## config.mk

```make
export PLATFORM = sky130hd
export DESIGN_NAME = whirlpool_round_ctrl_flat
export DESIGN_NICKNAME = d
export VERILOG_FILES = /design/src/rtl/whirlpool_pkg.sv /design/src/rtl/whirlpool_round_ctrl_if.sv /design/src/rtl/whirlpool_rnd_cnt.sv /design/src/rtl/whirlpool_round_ctrl.sv /design/src/flat_wrapper.sv
export SDC_FILE = /design/constraint.sdc
export NUM_CORES = 1
export LEC_CHECK = 0
export CAP_MARGIN = 25
export CORE_MARGIN = 4
export CORE_UTILIZATION = 40
export CTS_BUF_LIST = sky130_fd_sc_hd__clkbuf_4 sky130_fd_sc_hd__clkbuf_8
export DETAILED_ROUTE_END_ITERATION = 16
export GPL_ROUTABILITY_DRIVEN = 0
export HOLD_SLACK_MARGIN = 0.02
export PLACE_DENSITY = 0.67
export SYNTH_ARGS = -nofsm -noshare
export SYNTH_HDL_FRONTEND = slang
export SYNTH_SLANG_ARGS = --single-unit
export TNS_END_PERCENT = 100
```

## constraint.sdc

```tcl
create_clock -name clk -period 2.1 [get_ports clk]
set_input_delay 0.21 -clock clk [delete_from_list [all_inputs] [get_ports clk]]
set_output_delay 0.21 -clock clk [all_outputs]
set_load 0.02 [all_outputs]
```

## src/rtl/whirlpool_pkg.sv

```systemverilog
// Shared types and constants for the Whirlpool round controller.
//   WP_ROUNDS       : rounds per compression (10)
//   WP_RND_W        : width of the round index bus
//   WP_CYC_W        : width of the cycles-per-round counter (CYC_PER_RND 1..4)
//   wp_ctrl_state_t : sequencer state encoding
package whirlpool_pkg;
  localparam int unsigned WP_ROUNDS = 10;
  localparam int unsigned WP_RND_W  = 4;
  localparam int unsigned WP_CYC_W  = 2;

  typedef enum logic [2:0] {
    ST_IDLE  = 3'd0,
    ST_INIT  = 3'd1,
    ST_ROUND = 3'd2,
    ST_FEED  = 3'd3,
    ST_DOUT  = 3'd4
  } wp_ctrl_state_t;
endpackage

```

## src/rtl/whirlpool_round_ctrl_if.sv

```systemverilog
// Message-block and digest handshakes between the block source and the controller.
//   blk_valid/blk_ready : block offer/accept, qualified by blk_first/blk_last
//   dig_valid/dig_ready : final digest present/consumed
// master = block source / digest sink, slave = round controller.
interface whirlpool_round_ctrl_if;
  logic blk_valid;
  logic blk_ready;
  logic blk_first;
  logic blk_last;
  logic dig_valid;
  logic dig_ready;

  modport master (
    output blk_valid, blk_first, blk_last, dig_ready,
    input  blk_ready, dig_valid
  );

  modport slave (
    input  blk_valid, blk_first, blk_last, dig_ready,
    output blk_ready, dig_valid
  );
endinterface

```

## src/rtl/whirlpool_rnd_cnt.sv

```systemverilog
// Round index / cycle-within-round counter pair.
//   i_clr      : force both counters to 0 (priority)
//   i_load     : start a compression at round 1, cycle 0
//   i_run      : count while rounds are in progress
//   o_rnd      : current round index
//   o_step_c   : last cycle of the current round (round strobe)
//   o_wrap_c   : step of the final round
module whirlpool_rnd_cnt
  import whirlpool_pkg::*;
#(
  parameter int unsigned CYC_PER_RND = 1
) (
  input  logic                clk,
  input  logic                rst_n,
  input  logic                i_clr,
  input  logic                i_load,
  input  logic                i_run,
  output logic [WP_RND_W-1:0] o_rnd,
  output logic                o_step_c,
  output logic                o_wrap_c
);
  logic [WP_RND_W-1:0] r_rnd;
  logic [WP_CYC_W-1:0] r_cyc;

  assign o_rnd    = r_rnd;
  assign o_step_c = i_run & (r_cyc == WP_CYC_W'(CYC_PER_RND - 1));
  assign o_wrap_c = o_step_c & (r_rnd == WP_RND_W'(WP_ROUNDS));

  // Round advances on the last cycle of each group; wrap parks the index at 0.
  always_ff @(posedge clk or negedge rst_n) begin
    if (!rst_n) begin
      r_rnd <= '0;
      r_cyc <= '0;
    end else if (i_clr) begin
      r_rnd <= '0;
      r_cyc <= '0;
    end else if (i_load) begin
      r_rnd <= WP_RND_W'(1);
      r_cyc <= '0;
    end else if (o_step_c) begin
      r_rnd <= o_wrap_c ? '0 : r_rnd + WP_RND_W'(1);
      r_cyc <= '0;
    end else if (i_run) begin
      r_cyc <= r_cyc + WP_CYC_W'(1);
    end
  end
endmodule

```

## src/rtl/whirlpool_round_ctrl.sv

```systemverilog
// Sequencer for the Whirlpool compression datapath (no 512-bit storage here).
//   clk, rst_n : clock, async active-low reset
//   abort      : synchronous clear back to IDLE, suppresses all strobes
//   blk        : block offer and digest handshakes (slave side)
//   m_ld, h_clr, ld_init, rnd_en, ff_en : datapath strobes
//   round      : round index to the constant generator, 0 outside ROUND
//   busy       : sequencer not idle
//   seq_err    : sticky message-framing error
module whirlpool_round_ctrl
  import whirlpool_pkg::*;
#(
  parameter int unsigned CYC_PER_RND = 1
) (
  input  logic                  clk,
  input  logic                  rst_n,
  input  logic                  abort,
  whirlpool_round_ctrl_if.slave blk,
  output logic                  m_ld,
  output logic                  h_clr,
  output logic                  ld_init,
  output logic                  rnd_en,
  output logic                  ff_en,
  output logic [WP_RND_W-1:0]   round,
  output logic                  busy,
  output logic                  seq_err
);
  wp_ctrl_state_t      r_state, w_next;
  logic                r_last, w_last;
  logic                r_msg_open, w_msg_open;
  logic                r_seq_err, w_seq_err;
  logic                w_accept;
  logic                w_cnt_load, w_cnt_run;
  logic                w_step, w_wrap;
  logic [WP_RND_W-1:0] w_rnd;

  // Counter controls come straight from the state register to keep the strobe path loop-free.
  assign w_cnt_load = (r_state == ST_INIT)  & ~abort;
  assign w_cnt_run  = (r_state == ST_ROUND) & ~abort;

  whirlpool_rnd_cnt #(.CYC_PER_RND(CYC_PER_RND)) u_rnd_cnt (
    .clk      (clk),
    .rst_n    (rst_n),
    .i_clr    (abort),
    .i_load   (w_cnt_load),
    .i_run    (w_cnt_run),
    .o_rnd    (w_rnd),
    .o_step_c (w_step),
    .o_wrap_c (w_wrap)
  );

  assign blk.blk_ready = (r_state == ST_IDLE) & ~abort;
  assign blk.dig_valid = (r_state == ST_DOUT);
  assign w_accept      = blk.blk_ready & blk.blk_valid;
  assign busy          = (r_state != ST_IDLE);
  assign round         = (r_state == ST_ROUND) ? w_rnd : '0;
  assign seq_err       = r_seq_err;

  // State and message-framing registers.
  always_ff @(posedge clk or negedge rst_n) begin
    if (!rst_n) begin
      r_state    <= ST_IDLE;
      r_last     <= 1'b0;
      r_msg_open <= 1'b0;
      r_seq_err  <= 1'b0;
    end else begin
      r_state    <= w_next;
      r_last     <= w_last;
      r_msg_open <= w_msg_open;
      r_seq_err  <= w_seq_err;
    end
  end

  // Next-state and strobe decode; abort overrides everything.
  always_comb begin
    w_next     = r_state;
    w_last     = r_last;
    w_msg_open = r_msg_open;
    w_seq_err  = r_seq_err;
    m_ld       = 1'b0;
    h_clr      = 1'b0;
    ld_init    = 1'b0;
    rnd_en     = 1'b0;
    ff_en      = 1'b0;
    if (abort) begin
      w_next     = ST_IDLE;
      w_msg_open = 1'b0;
      w_seq_err  = 1'b0;
    end else begin
      case (r_state)
        ST_IDLE: begin
          if (w_accept) begin
            m_ld  = 1'b1;
            // A first block always restarts H; so does any block with no message open.
            h_clr = blk.blk_first | ~r_msg_open;
            // Framing error: first on an open message, or a continuation with none open.
            if (blk.blk_first == r_msg_open) w_seq_err = 1'b1;
            w_last     = blk.blk_last;
            w_msg_open = 1'b1;
            w_next     = ST_INIT;
          end
        end
        ST_INIT: begin
          ld_init = 1'b1;
          w_next  = ST_ROUND;
        end
        ST_ROUND: begin
          rnd_en = w_step;
          if (w_wrap) w_next = ST_FEED;
        end
        ST_FEED: begin
          ff_en  = 1'b1;
          w_next = r_last ? ST_DOUT : ST_IDLE;
        end
        ST_DOUT: begin
          if (blk.dig_ready) begin
            w_msg_open = 1'b0;
            w_next     = ST_IDLE;
          end
        end
        default: w_next = ST_IDLE;
      endcase
    end
  end
endmodule

```

## src/flat_wrapper.sv

```systemverilog
// flat-port wrapper written by rule: the top's interface ports become plain ports
module whirlpool_round_ctrl_flat import whirlpool_pkg::*;
#(
  parameter int unsigned CYC_PER_RND = 1
)
  (clk, rst_n, abort, m_ld, h_clr, ld_init, rnd_en, ff_en, round, busy, seq_err, blk_blk_valid, blk_blk_first, blk_blk_last, blk_dig_ready, blk_blk_ready, blk_dig_valid);
  whirlpool_round_ctrl_if blk_i ();
  input  logic clk;
  input  logic rst_n;
  input  logic abort;
  output logic m_ld;
  output logic h_clr;
  output logic ld_init;
  output logic rnd_en;
  output logic ff_en;
  output logic [WP_RND_W-1:0] round;
  output logic busy;
  output logic seq_err;
  input wire logic [$bits(blk_i.blk_valid)-1:0] blk_blk_valid;
  input wire logic [$bits(blk_i.blk_first)-1:0] blk_blk_first;
  input wire logic [$bits(blk_i.blk_last)-1:0] blk_blk_last;
  input wire logic [$bits(blk_i.dig_ready)-1:0] blk_dig_ready;
  output wire logic [$bits(blk_i.blk_ready)-1:0] blk_blk_ready;
  output wire logic [$bits(blk_i.dig_valid)-1:0] blk_dig_valid;
  assign blk_i.blk_valid = blk_blk_valid;
  assign blk_i.blk_first = blk_blk_first;
  assign blk_i.blk_last = blk_blk_last;
  assign blk_i.dig_ready = blk_dig_ready;
  assign blk_blk_ready = blk_i.blk_ready;
  assign blk_dig_valid = blk_i.dig_valid;
  whirlpool_round_ctrl #(.CYC_PER_RND(CYC_PER_RND)) u_core (.clk(clk), .rst_n(rst_n), .abort(abort), .blk(blk_i), .m_ld(m_ld), .h_clr(h_clr), .ld_init(ld_init), .rnd_en(rnd_en), .ff_en(ff_en), .round(round), .busy(busy), .seq_err(seq_err));
endmodule
```

==> reports/metrics.cfg <==
[outcome]
status=completed

[clock_tree]
tritoncts=yes
htree_num_levels=1
postCtsHoldBufs=0
cts_root_buffer=clkbuf_4
clk_latency_ns=0.26
clock_sinks=12
cts_setup_buffers=0
cts_made_buffers=3
cts.clk_slew.worst_paths_ns=0.07
clock_path_buffers=2

[synthesis]
synth_seq_cells=12
synth_compound_area_share_pct=17.6
yosysMostFrequentCell=dfrtp_1
yosys.area_share.simple_pct=29.0
synth_top_family_by_area=simple AND/OR/NAND/NOR gates
async_flop_share_pct=100
yosysUniqueCellTypes=39
synthMuxAreaShare_pct=3.83
synth_xor_xnor_area_share_pct=1.07
synth_top_area_share_pct=36.8
yosys_warnings=0
synthesis.area_sq_um=816
synthesis.nets=101
synthAdderAreaFrac_pct=6.13
synth_seq_area_share_pct=36.8
netlist_instances=90
synth.largest_area_cell=dfrtp_1
netlist_top_cells_count=12 x dfrtp_1, 8 x inv_1, 6 x and2_1, 6 x nor2_1, 5 x a21oi_1
synth-edff-count=0
synth-main-ff-cell=dfrtp_1
synth_area_leaders=dfrtp_1 37%, ha_1 6.1%, and2_1 4.6%
syn-mean-instance-area_sq_um=9.06

[sta]
period_needed_ns=2.01
period_share_pct=95.8
setup_viol=0
fin_ws_ns=0.0881
max_slew_margin_pct=61.9
drv_slew=0
skew_ns=0.00330
max_slew.worst_pin.slew_ns=0.570
fin_setup_tns_ns=0
rsz0062_at_grt=no
hold_viol_final=0
fmax_mhz=497

[worst_setup_path]
path_class=flop to output port
cp_slowest_stage_delay_ns=0.54
ff2ff_setup_slack_ns=0.24
crit_fanout=9
r2r-start=u_core.r_state[0]
critPathSlowestCell=clkdlybuf4s50_1
worst_r2r_endpoint=u_core.u_rnd_cnt.o_rnd[1]
startpoint_type=flop
worst_ep_required_time_ns=1.89
cp_top_family=buffers and inverters
arrival_ns=1.80
crit_buf_inv=2
end_kind=output port
cp_cell_sequence=buf_4, or3_1, clkdlybuf4s50_1
r2r_cells=4

[routing]
met2_length_microns=955
wl_per_cell_microns=12.9
wl_microns=1920
dr.first_iter.drc_count=17
drc=0
dr.max_layer_used=met4
met3_length_microns=52
drtAntennaViolNets=0
firstDrtPassIters=4
m1WireLength_microns=891
viasPerCell=5.09
num_vias=753

[floorplanning]
chipWidth_microns=53.2
start_util_pct=42.0
die_area_sq_um=2830
die_y_microns=53.2
core_sq_um=1940
pin_count=20
row_count=16

[placement]
preCtsSetupSlack_ns=-0.00985
dp_hpwl_microns=1540
portBuffers=19
place_inst=145

[hold_path]
hold_class=input pin to asynchronous set/reset pin

[grt]
grt_overflow=0
antenna_found_initial=0
grt_pass1_vias=725
grt_max_degree=13
grt.total_usage_pct=15.8
grt_pass1_wl_microns=3220

[job]
drv_cap=0

[pwr]
leakagePower_nw=0.569
power_density_nw_per_um2=557
irDropWorstVdd_mv=0.358
power.total_w=0.000639

[layout]
syn_to_final_growth_pct=40.6
layout-drive-gt1-share_pct=19.0
final_nets=134
diodes=0
stdcell_count=148
fin_util_pct=59.1

per-layer routing:
layer,global-route usage [%],up-vias
li1,-,388
met1,20.6,354
met2,26.4,9
met3,2.54,2
met4,5.11,0
met5,0,-
what timing repair did:
action	in CTS	in global routing
endpoints found under the setup margin	10	2
gates cloned	0	0
pin swaps	0	0
resized for setup	12	2
cell families (layout without fill, tap and decap cells):
group           Yosys count  in the layout
simple gates             38             38
compound gates           20             20
flops                    12             12
buf+inv                  12             43
fa+ha+maj                 4              4
mux                       3              3
xor+xnor                  1              1
where the power goes:
group / switching (W) / internal [W]
Clock: 0.0000729 / 0.0000662
Sequential: 0.0000237 / 0.000255
Combinational: 0.000109 / 0.000112
Total: 0.000206 / 0.000433
metrics by stage:
| step | cell area [sq um] | hold WS, ns |
|---|---|---|
| floorplan | 816 | -0.0856 |
| global placement | 1120 | 0.500 |
| detailed placement | 1120 | 0.515 |
| CTS | 1140 | 0.323 |
| global route | 1150 | 0.341 |
| finish | 1150 | 0.306 |
placed cells by master, fill, tap and decap left out, types with 2 or more instances in the layout:
cell	netlist	layout
nand2_1	3	3
dlygate4sd2_1	0	10
mux2i_1	2	2
ha_1	4	4
and2_1	6	6
inv_1	8	8
buf_4	0	13
nor4_1	2	2
clkdlybuf4s50_1	0	8
nor3_1	2	2
a21oi_1	5	5
and3_1	2	2
o21ai_0	3	3
nor3b_1	3	2
nor2b_1	3	3
dfrtp_1	12	11
nand4_1	2	2
clkbuf_4	0	3
nor2_1	6	6
worst max-delay path by stage:
| stage | from | endpoint | slack [ns] | cells past startpoint |
|---|---|---|---|---|
| after floorplan | u_core.r_state[0] | u_core.u_rnd_cnt.o_rnd[1] | 0.46 | 3 |
| after global placement | abort | rnd_en | -0.01 | 4 |
| after detailed placement | abort | rnd_en | -0.01 | 4 |
| after CTS | u_core.r_state[1] | blk_dig_valid | 0.02 | 4 |
| after global routing | u_core.r_state[1] | busy | 0.03 | 3 |
| final | u_core.r_state[1] | busy | 0.09 | 3 |
final cells by class:
class	instances	area (sq um)
flip-flops and latches	12	302
multi-input cells	66	482
fillers	183	795
repair buffers	32	278
well taps	27	33.8
clock buffers	3	22.5
inverters	8	30.0
worst reg2reg max path, cell delays in order (launching register included):
cell and delay [ns]:
dfrtp_1 0.45, or4b_4 0.56, buf_4 0.16, or4_1 0.46, a21oi_1 0.15
flip-flops by register name, indices dropped and copies added, names as in the netlist:
signal / cells
u_core.r_last: 1
u_core.r_msg_open: 1
u_core.r_state: 3
u_core.seq_err: 1
u_core.u_rnd_cnt.o_rnd: 4
u_core.u_rnd_cnt.r_cyc: 2
Power figures use the tool's default switching activity.
